===== src/rtl/branch_predict_unit.sv =====
// Branch resolution for EX plus a 2-bit saturating-counter branch history table for IF.
// Also keeps saturating counters of resolved conditional branches and mispredictions.
module branch_predict_unit #(
    parameter int PC_W      = 8,
    parameter int BHT_DEPTH = 16,
    parameter int CNT_W     = 16
) (
    input  logic             clk,
    input  logic             rst,
    input  logic [PC_W-1:0]  if_pc,
    output logic             if_pred_taken,
    input  logic             ex_valid,
    input  logic [2:0]       ex_btype,
    input  logic [3:0]       ex_flags,
    input  logic [PC_W-1:0]  ex_pc,
    input  logic             ex_pred_taken,
    output logic             b_take,
    output logic [1:0]       pc_src,
    output logic             redirect,
    output logic             mispredict,
    input  logic             stat_clr,
    output logic [CNT_W-1:0] br_count,
    output logic [CNT_W-1:0] mp_count
);
    localparam int IDX_W = $clog2(BHT_DEPTH);

    localparam logic [2:0] BT_NONE = 3'b000;
    localparam logic [2:0] BT_JZ   = 3'b001;
    localparam logic [2:0] BT_JN   = 3'b010;
    localparam logic [2:0] BT_JC   = 3'b011;
    localparam logic [2:0] BT_JV   = 3'b100;
    localparam logic [2:0] BT_LOOP = 3'b101;
    localparam logic [2:0] BT_JMP  = 3'b110;
    localparam logic [2:0] BT_RET  = 3'b111;

    localparam logic [1:0] SRC_NORM    = 2'b00;
    localparam logic [1:0] SRC_FW      = 2'b01;
    localparam logic [1:0] SRC_DATAB   = 2'b10;
    localparam logic [1:0] SRC_RECOVER = 2'b11;

    logic [1:0]       bht_q [BHT_DEPTH];
    logic [IDX_W-1:0] if_idx;
    logic [IDX_W-1:0] ex_idx;
    logic             cond_take;
    logic             is_cond;
    logic             train_en;
    logic [1:0]       train_cnt;
    logic [1:0]       train_cnt_d;
    logic [CNT_W-1:0] br_count_q, br_count_d;
    logic [CNT_W-1:0] mp_count_q, mp_count_d;
    logic             unused_pc_bits;

    assign if_idx         = if_pc[IDX_W-1:0];
    assign ex_idx         = ex_pc[IDX_W-1:0];
    assign unused_pc_bits = ^{if_pc[PC_W-1:IDX_W], ex_pc[PC_W-1:IDX_W]};

    // Lookup sees the stored value only; a same-cycle update is not bypassed.
    assign if_pred_taken = bht_q[if_idx][1];

    always_comb begin
        cond_take = 1'b0;
        is_cond   = 1'b0;
        unique case (ex_btype)
            BT_JZ:   begin cond_take = ex_flags[0];  is_cond = 1'b1; end
            BT_JN:   begin cond_take = ex_flags[1];  is_cond = 1'b1; end
            BT_JC:   begin cond_take = ex_flags[2];  is_cond = 1'b1; end
            BT_JV:   begin cond_take = ex_flags[3];  is_cond = 1'b1; end
            BT_LOOP: begin cond_take = !ex_flags[0]; is_cond = 1'b1; end
            BT_JMP:  cond_take = 1'b1;
            BT_RET:  cond_take = 1'b1;
            BT_NONE: cond_take = 1'b0;
            default: cond_take = 1'b0;
        endcase
    end

    always_comb begin
        b_take     = 1'b0;
        pc_src     = SRC_NORM;
        redirect   = 1'b0;
        mispredict = 1'b0;
        if (ex_valid && !rst) begin
            b_take = cond_take;
            if (is_cond) begin
                if (cond_take && !ex_pred_taken) begin
                    pc_src     = SRC_FW;
                    redirect   = 1'b1;
                    mispredict = 1'b1;
                end else if (!cond_take && ex_pred_taken) begin
                    pc_src     = SRC_RECOVER;
                    redirect   = 1'b1;
                    mispredict = 1'b1;
                end
            end else if (ex_btype == BT_JMP) begin
                pc_src   = SRC_FW;
                redirect = 1'b1;
            end else if (ex_btype == BT_RET) begin
                pc_src   = SRC_DATAB;
                redirect = 1'b1;
            end
        end
    end

    // Only conditional types train; the counter saturates at both ends.
    assign train_en  = ex_valid && is_cond;
    assign train_cnt = bht_q[ex_idx];

    always_comb begin
        train_cnt_d = train_cnt;
        if (cond_take) begin
            if (train_cnt != 2'b11) train_cnt_d = train_cnt + 2'd1;
        end else begin
            if (train_cnt != 2'b00) train_cnt_d = train_cnt - 2'd1;
        end
    end

    generate
        for (genvar gi = 0; gi < BHT_DEPTH; gi++) begin : g_bht
            always_ff @(posedge clk) begin
                if (rst) begin
                    bht_q[gi] <= 2'b01;
                end else if (train_en && (ex_idx == IDX_W'(gi))) begin
                    bht_q[gi] <= train_cnt_d;
                end
            end
        end
    endgenerate

    always_comb begin
        br_count_d = br_count_q;
        mp_count_d = mp_count_q;
        if (stat_clr) begin
            br_count_d = '0;
            mp_count_d = '0;
        end else if (train_en) begin
            if (!(&br_count_q)) br_count_d = br_count_q + 1'b1;
            if (mispredict && !(&mp_count_q)) mp_count_d = mp_count_q + 1'b1;
        end
    end

    always_ff @(posedge clk) begin
        if (rst) begin
            br_count_q <= '0;
            mp_count_q <= '0;
        end else begin
            br_count_q <= br_count_d;
            mp_count_q <= mp_count_d;
        end
    end

    assign br_count = br_count_q;
    assign mp_count = mp_count_q;

endmodule


===== config.mk =====
export PLATFORM = sky130hd
export DESIGN_NAME = branch_predict_unit
export DESIGN_NICKNAME = d
export VERILOG_FILES = /design/src/rtl/branch_predict_unit.sv
export SDC_FILE = /design/constraint.sdc
export NUM_CORES = 1
export LEC_CHECK = 0
export BUFFER_PORTS_ARGS = -buffer_cell sky130_fd_sc_hd__buf_2
export CORE_MARGIN = 2
export CORE_UTILIZATION = 56
export DETAILED_ROUTE_END_ITERATION = 12
export GPL_TIMING_DRIVEN = 0
export PLACE_DENSITY = 0.77
export SLEW_MARGIN = 25
export SYNTH_ARGS = -nofsm -noshare
export SYNTH_HDL_FRONTEND = slang
export SYNTH_SLANG_ARGS = --single-unit

===== constraint.sdc =====
create_clock -name clk -period 2.4 [get_ports clk]
set_clock_uncertainty 0.05 [all_clocks]
set_input_delay 0 -clock clk [delete_from_list [all_inputs] [get_ports clk]]
set_output_delay 0 -clock clk [all_outputs]
set_load 0.005 [all_outputs]

Yosys cells after proc, flatten, opt, wreduce, memory -nomap -nowiden
Memories as Yosys holds them, arrays and structs flattened.
Cells that the tools add are included.
{"block": "totals", "mem_bits_rw": 32, "out_inout_bits": 38, "inputBits": 28, "regBits": 32, "wordCells": 169, "mem_count": 1}
{"memory": "bht_q", "depth": 16, "width": 2, "rd": 2, "rd_clocked_by_memory_dff": 0, "write_ports": 16, "line_no": "41", "text": "logic [1:0] bht_q [BHT_DEPTH];"}
{"block": "classes", "muxes": 86, "add_sub_neg": 4, "reduce_logical": 36, "n_bitwise": 17, "n_eq_ne": 23}
{"cell": "$mux 1", "count": 60}
{"cell": "$mux 2", "count": 25}
{"cell": "$add 16x1->16 const B", "count": 2}
{"cell": "$eq 4x4->1 const B", "count": 8}
{"cell": "$reduce_and 16->1", "count": 2}
{"cell": "$logic_and 1x1->1", "count": 21}
{"cell": "$eq 4x3->1 const B", "count": 4}
{"cell": "$or 1x1->1", "count": 16}
{"cell": "$eq 3x3->1 const B", "count": 4}
{"cell": "$eq 4x2->1 const B", "count": 2}
{"cell": "$pmux 1 s7", "count": 1}
{"cell": "$eq 3x2->1 const B", "count": 2}
{"cell": "$logic_not 1->1", "count": 5}
{"cell": "$reduce_or 5->1", "count": 1}
{"cell": "$eq 4x1->1 const B", "count": 1}
{"cell": "$logic_not 4->1", "count": 1}
{"cell": "$reduce_and 2->1", "count": 2}
{"cell": "$reduce_or 2->1", "count": 2}
{"cell": "$eq 3x1->1 const B", "count": 1}
{"cell": "$logic_not 3->1", "count": 1}
{"cell": "$add 2x1->2 const B", "count": 1}
{"cell": "$ne 2x2->1 const B", "count": 1}
{"cell": "$reduce_bool 2->1", "count": 1}
{"cell": "$sub 2x1->2 const B", "count": 1}
{"cell": "$not 1->1", "count": 1}

Logic depth before layout (Yosys ltp)
{"block": "depth", "ltp_word": 11, "depth_mapped": 11, "ltp_nobuf": 10}

Least setup slack after synthesis
Ideal clock, no wire load.
{"block": "synth_path", "path_type": "input to register", "start": "input ex_btype[1]", "end": "register mp_count_q[10], in the netlist mp_count[10]", "t_arrival_ps": 2026, "stages": 10, "path_buffers": 1, "slack_ps": 196, "setup_time_ps": 128, "t_required_ps": 2222, "path_cell_list": "clkbuf_2 mux2i_1 mux2i_1 o22ai_1 ha_1 nor3b_1 nand3_1 nor4_1 xnor2_1 nor2_1"}
{"block": "synth_between", "elab_chain_cells": 11, "word_cells_on_any_way": 22, "cone_classes": "7 x eq/ne; 6 x mux; 9 x reduce/logical"}
{"element": "start: declaration", "line_no": "13", "text": "input logic [2:0] ex_btype,"}
{"element": "$eq 3x3->1", "line_no": "63", "text": "unique case (ex_btype)"}
{"element": "$reduce_or 2->1 (no source line)"}
{"element": "$pmux 1 s7", "line_no": "63"}
{"element": "$logic_not 1->1", "line_no": "88", "text": "end else if (!cond_take && ex_pred_taken) begin"}
{"element": "$logic_and 1x1->1", "line_no": "88"}
{"element": "$mux 1", "line_no": "88"}
{"element": "$mux 1", "line_no": "84", "text": "if (cond_take && !ex_pred_taken) begin"}
{"element": "$mux 1", "line_no": "83", "text": "if (is_cond) begin"}
{"element": "$mux 1", "line_no": "81", "text": "if (ex_valid && !rst) begin"}
{"element": "$logic_and 1x1->1", "line_no": "136", "text": "if (mispredict && !(&mp_count_q)) mp_count_d = mp_count_q + 1'b1;"}
{"element": "$reduce_and 2->1 (no source line) (*)"}
{"element": "end signal: assignment", "line_no": "146", "text": "mp_count_q <= mp_count_d;"}
{"element": "end: declaration", "line_no": "50", "text": "logic [CNT_W-1:0] mp_count_q, mp_count_d;"}
Mark *: on every way between the ends. The rest lies on a longest branch, timed or not.
A chain may end at the register's enable or synchronous reset.

Worst setup path in the final report
{"block": "layout_path", "start": "input ex_btype[1]", "end": "register mp_count_q[1], in the netlist mp_count[1]"}
Same word-level chain as after synthesis.

==> out/qor.csv <==
stage,metric,value,unit
cells_and_area,antenna diode instance count,0,
synthesis,library cells used by synthesis,44,
power_and_ir_drop,"IR drop worst, VDD",424,µV
worst_setup_path,cell chain of the critical path,"clkbuf_2, mux2i_1, mux2i_1, o22ai_2, ha_1, nor3b_1, nand3_1, a21oi_1, mux2i_1, nor2_1",
worst_setup_path,critical path startpoint,ex_btype[1],
worst_setup_path,required time at the worst-slack endpoint,2.58,ns
synthesis,Synth Area per Inst,10.3,µm²
timing,slew at the pin closest to its max-slew limit,0.706,ns
placed_design,final estimated routing congestion in global placement,0.882,
timing,max-slew violations,0,
grt,maximum number of pins on one net before global-route repair,12,
worst_setup_path,worst r2r path cells,6,
worst_setup_path,launching point of the worst reg2reg path,bht_q[7][1],
worst_setup_path,"most used cell, CP",sky130_fd_sc_hd__mux2i_1,
worst_setup_path,Slowest cell on crit path,sky130_fd_sc_hd__a21oi_1,
outcome,outcome,"complete, no violations",
floorplan,I/O Pins,66,
synthesis,total of warnings raised by yosys,0,
clocking,root buffer selected by CTS,sky130_fd_sc_hd__clkbuf_8,
placed_design,total half-perimeter wirelength after legalization and detailed placement,6.13,mm
clocking,"Gates resized, CTS repair",0,
worst_setup_path,nature of the critical path endpoint,register,
cells_and_area,"top library cells by usage in the layout, fill and taps aside","sky130_fd_sc_hd__buf_2, sky130_fd_sc_hd__nor2_1, sky130_fd_sc_hd__edfxtp_1, sky130_fd_sc_hd__dfxtp_1, sky130_fd_sc_hd__nand3_1",
worst_setup_path,Setup CP Type,in2reg,
clocking,number of clock sinks,64,
routing,routed wirelength normalized by instance count,16.9,µm
synthesis,"Top FF cell, synth",sky130_fd_sc_hd__edfxtp_1,
grt,Tot GR Track Use,24.5,%
grt,number of global-route vias before repair,2787,
routing,routed wire length,8.42,mm
timing,RSZ-0062 raised after global routing,false,
grt,antenna violations before repair,0,
power_and_ir_drop,PD cells,575,nW/µm²
cells_and_area,area of all placed cells without fillers,4200,µm²
timing,Slew HR,52.6,%
placed_design,number of I/O port buffers,53,
cells_and_area,"most common cell after layout, fill and taps aside",sky130_fd_sc_hd__buf_2,
synthesis,synthesized instance count,351,
clocking,hold buffer count at CTS,0,
routing,via density per instance,6.01,
job,reported max-cap violation count,0,
cells_and_area,fillcell total,496,
synthesis,netlist area before placement,3630,µm²
grt,global route total overflow,0,
synthesis,biggest area consumer among synthesized cells,sky130_fd_sc_hd__edfxtp_1,
worst_setup_path,type of origin of the critical path,input pin,
floorplan,die outline width,84.5,µm
clocking,Post-CTS Setup Inserts,0,
worst_setup_path,flop-to-flop setup slack,0.24,ns
routing,remaining antenna violation count after routing,0,
synthesis,biggest area contributors in the synthesized netlist,"sky130_fd_sc_hd__edfxtp_1, sky130_fd_sc_hd__dfxtp_1, sky130_fd_sc_hd__mux4_2",
clocking,insertion delay to the later sink of the worst-skew pair,0.36,ns
cells_and_area,share of cells above drive strength 1,26.4,%
clocking,Inserted Clock Buffers,9,
cells_and_area,relative area change from synthesis to final layout,15.9,%
power_and_ir_drop,LEAKAGE,1.46,nW
routing,drt drc,0,
worst_setup_path,worst path arrival time,2.38,ns
routing,total iterations of the first detailed-routing run,4,
routing,Detailed Route Iter0 Violations,217,
cells_and_area,fin cells,497,
timing,number of hold violations in the final report,0,
placed_design,"number of placed instances, taps included",481,
floorplan,DIE AREA,7130,µm²
clocking,CTS tree,done,
min_path,worst min path class,in2reg,
worst_setup_path,destination of the worst register-to-register timing path,bht_q[4][0],
clocking,Max Root-Sink Buffers,2,
floorplan,initial cell density of the core,57.4,%
timing,post-layout minimum cycle time,2.20,ns
clocking,clock transition at the register clock pins on the worst setup and hold paths after CTS,0.07,ns
synthesis,#FFs+latches synth,64,
clocking,# H-tree levels,3,
grt,wire length of the first global-routing pass,13.6,mm
timing,Max Clock Freq,454,MHz
floorplan,Std-Cell Core Area,6310,µm²
synthesis,fraction of post-synthesis cell area in the top cell type by area,26.5,%
floorplan,chip height,84.5,µm
routing,number of vias after detailed routing,2986,
timing,Finish-stage setup viols,0,
synthesis,Post-synth EDFFs,32,
cells_and_area,total number of nets in the final design,446,
synthesis,proportion of synthesized flip-flops having asynchronous set or reset,0,%
floorplan,row count,29,
timing,final critical-path share of the clock period,91.7,%
placed_design,placed inst area,3990,µm²
worst_setup_path,Critical path destination,mp_count[1],
worst_setup_path,highest net fanout along the worst path,8,
synthesis,Synth Net Count,382,
worst_setup_path,highest cell delay on the worst timing path,0.38,ns
synthesis,sequential share of the synthesized area,44.2,%
-- synthesized netlist by cell type, types with 5 or more instances --
cell type,n
sky130_fd_sc_hd__nor2_1,45
sky130_fd_sc_hd__dfxtp_1,32
sky130_fd_sc_hd__edfxtp_1,32
sky130_fd_sc_hd__nand3_1,27
sky130_fd_sc_hd__xnor2_1,23
sky130_fd_sc_hd__nand2_1,19
sky130_fd_sc_hd__nor3_1,17
sky130_fd_sc_hd__o21bai_1,13
sky130_fd_sc_hd__nand4_1,11
sky130_fd_sc_hd__nor3_2,11
sky130_fd_sc_hd__a211oi_1,9
sky130_fd_sc_hd__and3_1,9
sky130_fd_sc_hd__clkbuf_1,9
sky130_fd_sc_hd__mux4_2,9
sky130_fd_sc_hd__or2_2,8
sky130_fd_sc_hd__a21oi_1,7
sky130_fd_sc_hd__mux2i_1,7
sky130_fd_sc_hd__nand2b_1,6
sky130_fd_sc_hd__buf_6,5
sky130_fd_sc_hd__nor4_1,5
sky130_fd_sc_hd__or3_1,5
-- stage by stage --
| stage | util [%] | TNS [ns] | worst slack (ns) | power (mW) | hold WS, ns |
|---|---|---|---|---|---|
| global route | 66.6 | 0 | 0.0417 | 2.49 | 0.0455 |
| CTS | 66.5 | 0 | 0.0349 | 2.42 | 0.00846 |
| floorplan | - | 0 | 0.196 | 1.38 | 0.0354 |
| finish | 66.6 | 0 | 0.198 | 2.42 | 0.0119 |
| detailed placement | 63.2 | -2.63 | -0.241 | 1.46 | 0.313 |
| global placement | 63.2 | -0.944 | -0.136 | 1.45 | 0.286 |
-- sequential cells by signal, summed over array words and instances, names as in the netlist --
name	cells
mp_count	16
br_count	16
bht_q	32
-- where the power goes --
group	internal [mW]	switching, mW	leakage (nW)
clock	0.562	0.414	0.109
sequential	1.16	0.00950	0.536
combinational	0.111	0.162	0.816
-- metal layers --
layer / part of all wire [%] / wire [µm] / track usage, % / vias up
met5: 0 / 0 / 0 / -
met4: 2.1 / 175 / 11.4 / 0
met3: 5.4 / 458 / 5.60 / 19
met2: 51 / 4270 / 40.7 / 80
met1: 42 / 3510 / 30.4 / 1450
li1: - / - / - / 1437
-- worst max-delay path, delay by kind of cell --
kind / cells / cell delay, ns
AOI/OAI and AO/OA: 2 / 0.68
and+or+nand+nor: 3 / 0.64
muxes: 3 / 0.56
adders and majority gates: 1 / 0.33
buffers and inverters: 1 / 0.16
-- kinds of logic after synthesis --
| group | after synthesis | share of synthesized area, % |
|---|---|---|
| DFF | 64 | 44.2 |
| AOI/OAI and AO/OA | 41 | 8.04 |
| and+or+nand+nor | 172 | 25.4 |
| adders and majority gates | 5 | 1.79 |
| xor gates and xnor gates | 26 | 6.28 |
| muxes | 21 | 10.7 |
| buffers and inverters | 22 | 3.59 |
-- area by class of cell --
cell class,instances,area (µm²),area share (%)
multi-input combinational,265,1900,45.2
buffer,18,115,2.74
timing repair buffer,53,265,6.31
clock inverter,3,40.0,0.953
inverter,4,15.0,0.357
sequential,64,1600,38.1
clock buffer,13,169,4.02
tap,77,96.3,2.29
-- how the worst min path moves through the flow --
stage / depth (start not counted) / from / to / slack (ns)
floorplan: 1 / ex_btype[0] / pc_src[0] / 0.04
global placement: 3 / if_pc[3] / if_pred_taken / 0.29
detailed placement: 3 / if_pc[3] / if_pred_taken / 0.31
CTS: 3 / ex_pc[2] / bht_q[3][0] / 0.008
global route: 3 / ex_pc[2] / bht_q[1][0] / 0.05
finish: 3 / ex_pc[2] / bht_q[3][0] / 0.01
(Power assumes the default switching activity.)
